===== config.mk =====
export PLATFORM = sky130hd
export DESIGN_NAME = int_source_ctrl_flat
export DESIGN_NICKNAME = d
export VERILOG_FILES = /design/src/rtl/int_source_ctrl_if.sv /design/src/rtl/int_source_ctrl.sv /design/src/flat_wrapper.sv
export SDC_FILE = /design/constraint.sdc
export NUM_CORES = 1
export LEC_CHECK = 0
export CORE_AREA = 2 2 85 87
export DETAILED_ROUTE_END_ITERATION = 16
export DIE_AREA = 0 0 87 89
export GPL_ROUTABILITY_DRIVEN = 0
export PLACE_DENSITY_LB_ADDON = 0.3
export SETUP_SLACK_MARGIN = 0.1
export SLEW_MARGIN = 20
export SYNTH_ARGS = -nofsm -noshare
export SYNTH_HDL_FRONTEND = slang
export SYNTH_SLANG_ARGS = --single-unit

===== constraint.sdc =====
create_clock -name clk -period 2.8 [get_ports clk]
set_clock_uncertainty 0.2 [all_clocks]
set_input_delay 0.84 -clock clk [delete_from_list [all_inputs] [get_ports clk]]
set_output_delay 0.84 -clock clk [all_outputs]
set_load 0.03 [all_outputs]

===== src/rtl/int_source_ctrl_if.sv =====
// Configuration port of the interrupt source controller: write strobe/address/data
// plus a combinational read port.
interface int_source_ctrl_if #(
    parameter int TWIDTH = 16
);
    logic              we;
    logic [1:0]        waddr;
    logic [TWIDTH-1:0] wdata;
    logic [1:0]        raddr;
    logic [TWIDTH-1:0] rdata;

    modport master (
        output we, waddr, wdata, raddr,
        input  rdata
    );

    modport slave (
        input  we, waddr, wdata, raddr,
        output rdata
    );
endinterface


===== src/rtl/int_source_ctrl.sv =====
// Interrupt front end: synchronizes external lines, qualifies edge/level, masks,
// and merges a periodic/one-shot timer request onto TIMER_LINE.
//
// Timer FSM
//   state  | meaning
//   T_IDLE | timer stopped, counter holds its value
//   T_RUN  | counting down; an event issues on the cycle counter == 1
module int_source_ctrl #(
    parameter int WIDTH      = 8,
    parameter int TWIDTH     = 16,
    parameter int TIMER_LINE = 7
) (
    input  logic                clk,
    input  logic                reset,
    input  logic [WIDTH-1:0]    int_raw,
    int_source_ctrl_if.slave    cfg,
    output logic [WIDTH-1:0]    int_e
);

    typedef enum logic {
        T_IDLE = 1'b0,
        T_RUN  = 1'b1
    } tstate_t;

    tstate_t           state;
    tstate_t           state_nxt;

    logic [WIDTH-1:0]  sync1;
    logic [WIDTH-1:0]  sync2;
    logic [WIDTH-1:0]  prev;
    logic [WIDTH-1:0]  mask;
    logic [WIDTH-1:0]  mode;
    logic [TWIDTH-1:0] period;
    logic [TWIDTH-1:0] counter;
    logic              autoreload;
    logic              done;

    logic              ctrl_wr;
    logic              timer_evt;
    logic              cnt_at_one;
    logic [WIDTH-1:0]  ext_evt;
    logic [WIDTH-1:0]  timer_vec;

    assign ctrl_wr    = cfg.we && (cfg.waddr == 2'd3);
    assign cnt_at_one = (counter == TWIDTH'(1));

    // Level lines pass sync2 straight through; edge lines fire only on a 0->1 step.
    assign ext_evt = (mode & sync2) | (~mode & sync2 & ~prev);

    always_comb begin
        timer_vec             = '0;
        timer_vec[TIMER_LINE] = timer_evt;
    end

    always_ff @(posedge clk) begin
        if (reset) begin
            sync1  <= '0;
            sync2  <= '0;
            prev   <= '0;
            int_e  <= '0;
            mask   <= '0;
            mode   <= '0;
            period <= '0;
        end else begin
            sync1 <= int_raw;
            sync2 <= sync1;
            prev  <= sync2;
            int_e <= mask & (ext_evt | timer_vec);
            if (cfg.we) begin
                case (cfg.waddr)
                    2'd0:    mask   <= cfg.wdata[WIDTH-1:0];
                    2'd1:    mode   <= cfg.wdata[WIDTH-1:0];
                    2'd2:    period <= cfg.wdata;
                    default: ;
                endcase
            end
        end
    end

    always_ff @(posedge clk) begin
        if (reset) begin
            state <= T_IDLE;
        end else begin
            state <= state_nxt;
        end
    end

    // A ctrl write always overrides the expiry decision taken in the same cycle.
    always_comb begin
        state_nxt = state;
        if (ctrl_wr) begin
            state_nxt = cfg.wdata[0] ? T_RUN : T_IDLE;
        end else if (state == T_RUN && cnt_at_one && !autoreload) begin
            state_nxt = T_IDLE;
        end
    end

    always_comb begin
        timer_evt = (state == T_RUN) && cnt_at_one;
    end

    always_ff @(posedge clk) begin
        if (reset) begin
            counter <= '0;
        end else if (ctrl_wr) begin
            if (cfg.wdata[0]) begin
                counter <= period;
            end
        end else if (state == T_RUN) begin
            if (cnt_at_one) begin
                if (autoreload) begin
                    counter <= period;
                end
            end else if (counter > TWIDTH'(1)) begin
                counter <= counter - TWIDTH'(1);
            end
        end
    end

    always_ff @(posedge clk) begin
        if (reset) begin
            autoreload <= 1'b0;
            done       <= 1'b0;
        end else if (ctrl_wr) begin
            autoreload <= cfg.wdata[1];
            done       <= 1'b0;
        end else if (timer_evt && !autoreload) begin
            done <= 1'b1;
        end
    end

    always_comb begin
        cfg.rdata = '0;
        case (cfg.raddr)
            2'd0:    cfg.rdata[WIDTH-1:0] = mask;
            2'd1:    cfg.rdata[WIDTH-1:0] = mode;
            2'd2:    cfg.rdata            = period;
            default: cfg.rdata[2:0]       = {done, autoreload, (state == T_RUN)};
        endcase
    end

endmodule


===== src/flat_wrapper.sv =====
// flat-port wrapper written by rule: the top's interface ports become plain ports
module int_source_ctrl_flat 
#(
    parameter int WIDTH      = 8,
    parameter int TWIDTH     = 16,
    parameter int TIMER_LINE = 7
)
  (clk, reset, int_raw, int_e, cfg_we, cfg_waddr, cfg_wdata, cfg_raddr, cfg_rdata);
  int_source_ctrl_if #(.TWIDTH(TWIDTH)) cfg_i ();
  input  logic clk;
  input  logic reset;
  input  logic [WIDTH-1:0] int_raw;
  output logic [WIDTH-1:0] int_e;
  input wire logic [$bits(cfg_i.we)-1:0] cfg_we;
  input wire logic [$bits(cfg_i.waddr)-1:0] cfg_waddr;
  input wire logic [$bits(cfg_i.wdata)-1:0] cfg_wdata;
  input wire logic [$bits(cfg_i.raddr)-1:0] cfg_raddr;
  output wire logic [$bits(cfg_i.rdata)-1:0] cfg_rdata;
  assign cfg_i.we = cfg_we;
  assign cfg_i.waddr = cfg_waddr;
  assign cfg_i.wdata = cfg_wdata;
  assign cfg_i.raddr = cfg_raddr;
  assign cfg_rdata = cfg_i.rdata;
  int_source_ctrl #(.WIDTH(WIDTH), .TWIDTH(TWIDTH), .TIMER_LINE(TIMER_LINE)) u_core (.clk(clk), .reset(reset), .int_raw(int_raw), .cfg(cfg_i), .int_e(int_e));
endmodule

==> impl_metrics.toml, run 1 <==
[run_status]
status = "finished, final reports clean"

[synthesis]
ys_warn_count = 0
yosysSeqAreaShare_pct = 47.1
synth_nets = 434
synth_seq_cells = 83
postSynthAreaPerCell_um2 = 8.80
async_flop_share_pct = 0
synth_enable_flop_cells = 0
yosysTopAreaCell = "dfxtp_1"
netlist_instances = 401
synth.area.top_cells = "dfxtp_1, nand2_1, a21oi_1, mux2i_1, nor2b_1"
syn_area_mm2 = 0.00353
synth_top_area_share_pct = 47.1
synth_cell_types = 38
synth.most_common_cell = "dfxtp_1"
ys.flop_type = "dfxtp_1"
synth_common_cells = "dfxtp_1, nand2_1, a21oi_1"

[grt]
antenna_found_initial = 0
use_met1_pct = 27.7
grt_pass1_wl_um = 13400
grt_start_max_net_pins = 35
grt.overflow.total = 0
grtUsageMet3_pct = 3.42
first_global_vias = 2885
met2_usage_pct = 37.1
top_usage_layer = "met2"
grt_usage_pct = 22.1

[clock_network]
clkLatencyLatePin_ns = 0.36
htree_levels = 3
root_buffer = "clkbuf_8"
clock_path_buffers = 2
cts_sinks = 83
path_clk_slew_ns = 0.09
cts_tree = "built"
ctsHoldBuffers = 0
cts_made_buffers = 9

[setup_path]
r2r_slack_ns = 0.34
r2r-start = "u_core.counter[0]"
crit_type = "in2out"
crit_path_start_kind = "input port"
path_max_fanout = 5
cp_data_arrival_time_ns = 1.68
r2r_end = "u_core.counter[1]"
reg2reg_depth = 8
cp.required_ns = 1.76
crit_path_end_kind = "output port"
cp-startpoint = "cfg_raddr[0]"

[timing]
min_period_over_period_pct = 97.1
fmax_mhz = 368
setup_ws_ns = 0.0812
final_hold_viol_count = 0
slew_viol_final = 0
grt_setup_unrepaired = "true"
final-setup-viol-count = 0
fin_crit_ns = 2.72
worst_pin_slew_ns = 0.686
hold_slack_ns = 0.243
slew_headroom_pct = 54.3

[pwr]
finalPower_uw = 2600
clkPwrFrac_pct = 32.3
peakVddDrop_uv = 299
seq_power_share_pct = 48.6
swShare_pct = 29.2
switching_power_uw = 760
p_comb_share_pct = 19.2
p_per_area_mw_per_mm2 = 562
intPower_uw = 1840
power_leakage_uw = 0.00185

[final_layout]
stdcell_area_mm2 = 0.00463
regArea_mm2 = 0.00166
fin_nets = 504
syn2layout_area_growth_pct = 31.1
n_fill_cell = 537
n_antenna_cell = 0
drive_above_1_share_pct = 20.2
utilization_pct = 68.9
multi_input_area_mm2 = 0.00181

[hold_path]
holdCritPathClass = "reg2reg"
min_from = "u_core.sync1[1]"
whs_path_depth = 1
hold_end = "u_core.sync2[1]"

[floorplanning]
die_h_um = 89
dieArea_mm2 = 0.00774
coreArea_mm2 = 0.00672
io_pins = 55
die_x_um = 87
start_util_pct = 52.5
num_rows = 30

[route]
post_drt_wl_per_cell_um = 14.8
num_vias = 3055
drc = 0
drtIter0Drc = 187
first_pass_iters = 4
drt_wl_total_um = 8250
viasPerCell = 5.49
ant_nets = 0

[flow_run]
drv_cap = 0

[placement]
place_ws_ns = -0.818
dpl.hpwl_um = 5530
io_buffers = 54
place_area_mm2 = 0.00424
[routing by layer]
metal,part of all wire [%],wire (um),up-vias
met4,2.8,231,0
met1,44,3670,1425
met5,0,0,-
met2,48,3940,102
met3,4.9,404,19
li1,-,-,1509
[kinds of logic (layout without fill, tap and decap cells)]
family | Yosys count | in the layout | synth area share (%)
simple gates | 177 | 177 | 25.9
compound gates | 86 | 87 | 14.1
mux | 24 | 24 | 7.87
buf+inv | 29 | 103 | 4.32
fa+ha+maj | 2 | 2 | 0.709
flops | 83 | 83 | 47.1
[state kept, by name (all words and copies together) (netlist names)]
signal	flops
u_core.counter	16
u_core.period	16
u_core.int_e	8
u_core.mask	8
u_core.mode	8
u_core.prev	8
u_core.sync1	8
u_core.sync2	8
u_core.autoreload	1
u_core.done	1
u_core.state	1
[critical path, cell delays in order]
cell and delay, ns:
buf_12 0.11, buf_8 0.12, nor2b_4 0.17, buf_6 0.16, and2_4 0.14, buf_6 0.12
[layout make-up]
type                       count  area share, %
sequential                    83           35.9
clock buffer                  11           3.27
multi-input combinational    290           39.1
clock inverter                 5          0.946
timing repair buffer          83           18.2
tap                           80           2.16
inverter                       4          0.324
[worst max-delay path by stage]
stage	endpoint	slack (ns)	cells past startpoint
after floorplan	cfg_rdata[10]	0.08	4
after global placement	cfg_rdata[0]	-0.79	4
after detailed placement	cfg_rdata[2]	-0.82	4
after CTS	cfg_rdata[7]	-0.03	8
after global routing	cfg_rdata[7]	0.04	7
final	cfg_rdata[10]	0.08	6
[cell usage in the layout, fill, tap and decap left out, types with 10 or more instances in the layout]
cell type,n
nor2b_1,26
clkdlybuf4s50_1,35
nand3_1,13
and3_1,10
mux2i_1,20
a21oi_1,44
clkbuf_8,11
nand2_1,54
o21ai_0,14
buf_4,21
buf_6,21
nor2_1,29
a21o_1,14
dfxtp_1,83
[power by group through the flow]
stage	registers [uW]	logic (uW)	clock network (uW)
final	1260	499	839
after global routing	1270	548	892
after CTS	1260	480	853
after detailed placement	1290	460	0
after global placement	1290	452	0
after floorplan	1280	326	0
[timing repair]
action	CTS	global route
endpoints found under the hold margin	0	0
gates resized for setup	67	9
cloned	1	1
setup endpoints to repair	16	30
setup buffers	5	0
pin swaps	3	0
[stage by stage]
stage / TNS [ns] / instances
after global routing: 0 / 556
after CTS: -0.0938 / 556
after floorplan: 0 / 401
after global placement: -9.54 / 534
final: 0 / 556
after detailed placement: -9.84 / 534
Power figures use the tool's default switching activity.
==> run 2: changes to the inputs <==
--- a/config.mk
+++ b/config.mk
@@ -8,8 +8,9 @@
 export CORE_AREA = 2 2 85 87
 export DETAILED_ROUTE_END_ITERATION = 16
 export DIE_AREA = 0 0 87 89
-export GPL_ROUTABILITY_DRIVEN = 0
+export GPL_ROUTABILITY_DRIVEN = 1
 export PLACE_DENSITY_LB_ADDON = 0.3
+export REMOVE_ABC_BUFFERS = 1
 export SETUP_SLACK_MARGIN = 0.1
 export SLEW_MARGIN = 20
 export SYNTH_ARGS = -nofsm -noshare
==> run 2 against run 1 <==
  * Setup slack got worse by 0.0074 ns
  * Largest power group unchanged
  * Design area decreased by 2.1%
  * Highest routed layer unchanged
  * Fmax decreased by 0.27%
  * Wire length down 2.0%
  * Global-route usage is essentially flat
  * Clock power grew 13%
  * Sequential power about the same
  * Sequential share of layout area increased by 0.76 points
  * First-iteration DRC count is 2.7% higher
==> impl_metrics.toml, run 2 (synthesis results as in run 1) <==
[run_status]
status = "finished, final reports clean"

[clock_network]
root_buffer = "clkbuf_8"
path_clk_slew_ns = 0.08
ctsHoldBuffers = 0
cts_tree = "built"
cts_made_buffers = 9
clkLatencyLatePin_ns = 0.36
clock_path_buffers = 2
cts_sinks = 83
htree_levels = 3

[floorplanning]
dieArea_mm2 = 0.00774
start_util_pct = 52.5
io_pins = 55
num_rows = 30
coreArea_mm2 = 0.00672
die_x_um = 87
die_h_um = 89

[hold_path]
min_from = "u_core.sync1[3]"
holdCritPathClass = "reg2reg"

[final_layout]
drive_above_1_share_pct = 17.4
utilization_pct = 67.4
n_fill_cell = 537
fin_nets = 500
n_antenna_cell = 0
layout_common_cells = "dfxtp_1, nand2_1, a21oi_1"
layout_commonest_cell = "dfxtp_1"
reg.largest.list = "u_core.counter (16), u_core.period (16)"
syn2layout_area_growth_pct = 28.4

[setup_path]
path_max_fanout = 4
cp-endpoint = "cfg_rdata[5]"
r2r_end = "u_core.counter[12]"
crit_type = "in2out"
cp-startpoint = "cfg_raddr[0]"
max_stage_delay_ns = 0.16
reg2reg_depth = 7
cp_data_arrival_time_ns = 1.69
r2r-start = "u_core.counter[8]"
crit_path_end_kind = "output port"
cp_cell_sequence = "buf_12 -> buf_8 -> nor2b_4 -> buf_4 -> nand2_1 -> o21ai_2 -> buf_6"
critPathSlowestCell = "nor2b_4"
r2r_slack_ns = 0.52
crit_path_start_kind = "input port"
cp.required_ns = 1.76

[timing]
finalSetupTns_ns = 0
fin_crit_ns = 2.73
final-setup-viol-count = 0
worst_pin_slew_ns = 0.533
slew_headroom_pct = 64.2
min_period_over_period_pct = 97.4
slew_viol_final = 0
grt_setup_unrepaired = "true"
fmax_mhz = 367
final_hold_viol_count = 0
setup_ws_ns = 0.0738

[route]
ant_nets = 0
drc = 0
drtIter0Drc = 192
post_drt_wl_per_cell_um = 14.6
viasPerCell = 5.47
first_pass_iters = 4
num_vias = 3017
drt_wl_total_um = 8080

[pwr]
intPower_uw = 1970
finalPower_uw = 2700
p_comb_share_pct = 18.0
power_leakage_uw = 0.00183
clkPwrFrac_pct = 35.3
peakVddDrop_uv = 323
switching_power_uw = 729
seq_power_share_pct = 46.7
swShare_pct = 27.1
p_per_area_mw_per_mm2 = 595

[grt]
first_global_vias = 2900
grt.overflow.total = 0
grt_usage_pct = 22.1
grt_pass1_wl_um = 13400
antenna_found_initial = 0
grt_start_max_net_pins = 59

[placement]
io_buffers = 54
dpl.hpwl_um = 5380
gp_congestion = 0.860
place_ws_ns = -0.883

[flow_run]
drv_cap = 0
-- run 2: how the worst min path moves through the flow --
stage,endpoint,cells past startpoint
after floorplan,u_core.sync2[0],1
after global placement,u_core.sync2[6],1
after detailed placement,u_core.sync2[5],1
after CTS,u_core.sync2[5],1
after global routing,u_core.sync2[4],1
final,u_core.sync2[3],1
-- run 2: power groups by stage --
stage | Sequential (uW) | Clock [uW] | Combinational (uW)
after floorplan | 1280 | 0 | 283
after global placement | 1290 | 0 | 453
after detailed placement | 1290 | 0 | 460
after CTS | 1260 | 972 | 478
after global routing | 1270 | 1020 | 536
final | 1260 | 951 | 485
-- run 2: stage by stage --
step | area [um2] | hold slack [ns] | instances
6_report | 4530 | 0.248 | 552
5_1_grt | 4530 | 0.260 | 552
4_1_cts | 4500 | 0.245 | 551
3_5_place_dp | 4180 | 0.224 | 530
3_3_place_gp | 4180 | 0.217 | 530
2_1_floorplan | 3390 | 0.214 | 376
-- run 2: repair_timing --
item / in CTS / in global routing
gates cloned: 1 / 0
gates resized for setup: 54 / 5
setup buffers: 4 / 0
setup endpoints to repair: 16 / 13
pin swaps: 1 / 1
-- run 2: area by class of cell --
type | instances | area (um2) | area share, %
inverters | 4 | 15.0 | 0.331
repair buffers | 80 | 781 | 17.2
flip-flops and latches | 83 | 1660 | 36.7
clock buffers | 9 | 124 | 2.73
clock inverters | 7 | 100 | 2.21
multi-input cells | 289 | 1750 | 38.6
well taps | 80 | 100 | 2.21
-- run 2: routing by layer --
layer	wire length [um]	track usage, %	vias to the layer above	share of wire (%)
li1	-	-	1496	-
met1	3470	25.8	1418	43
met2	3970	38.4	89	49
met3	470	5.63	14	5.8
met4	168	9.52	0	2.1
met5	0	0	-	0
-- run 2: critical path, delay by kind of cell --
kind	cells	cell delay [ns]
simple gates	2	0.23
compound gates	1	0.08
buf+inv	4	0.52
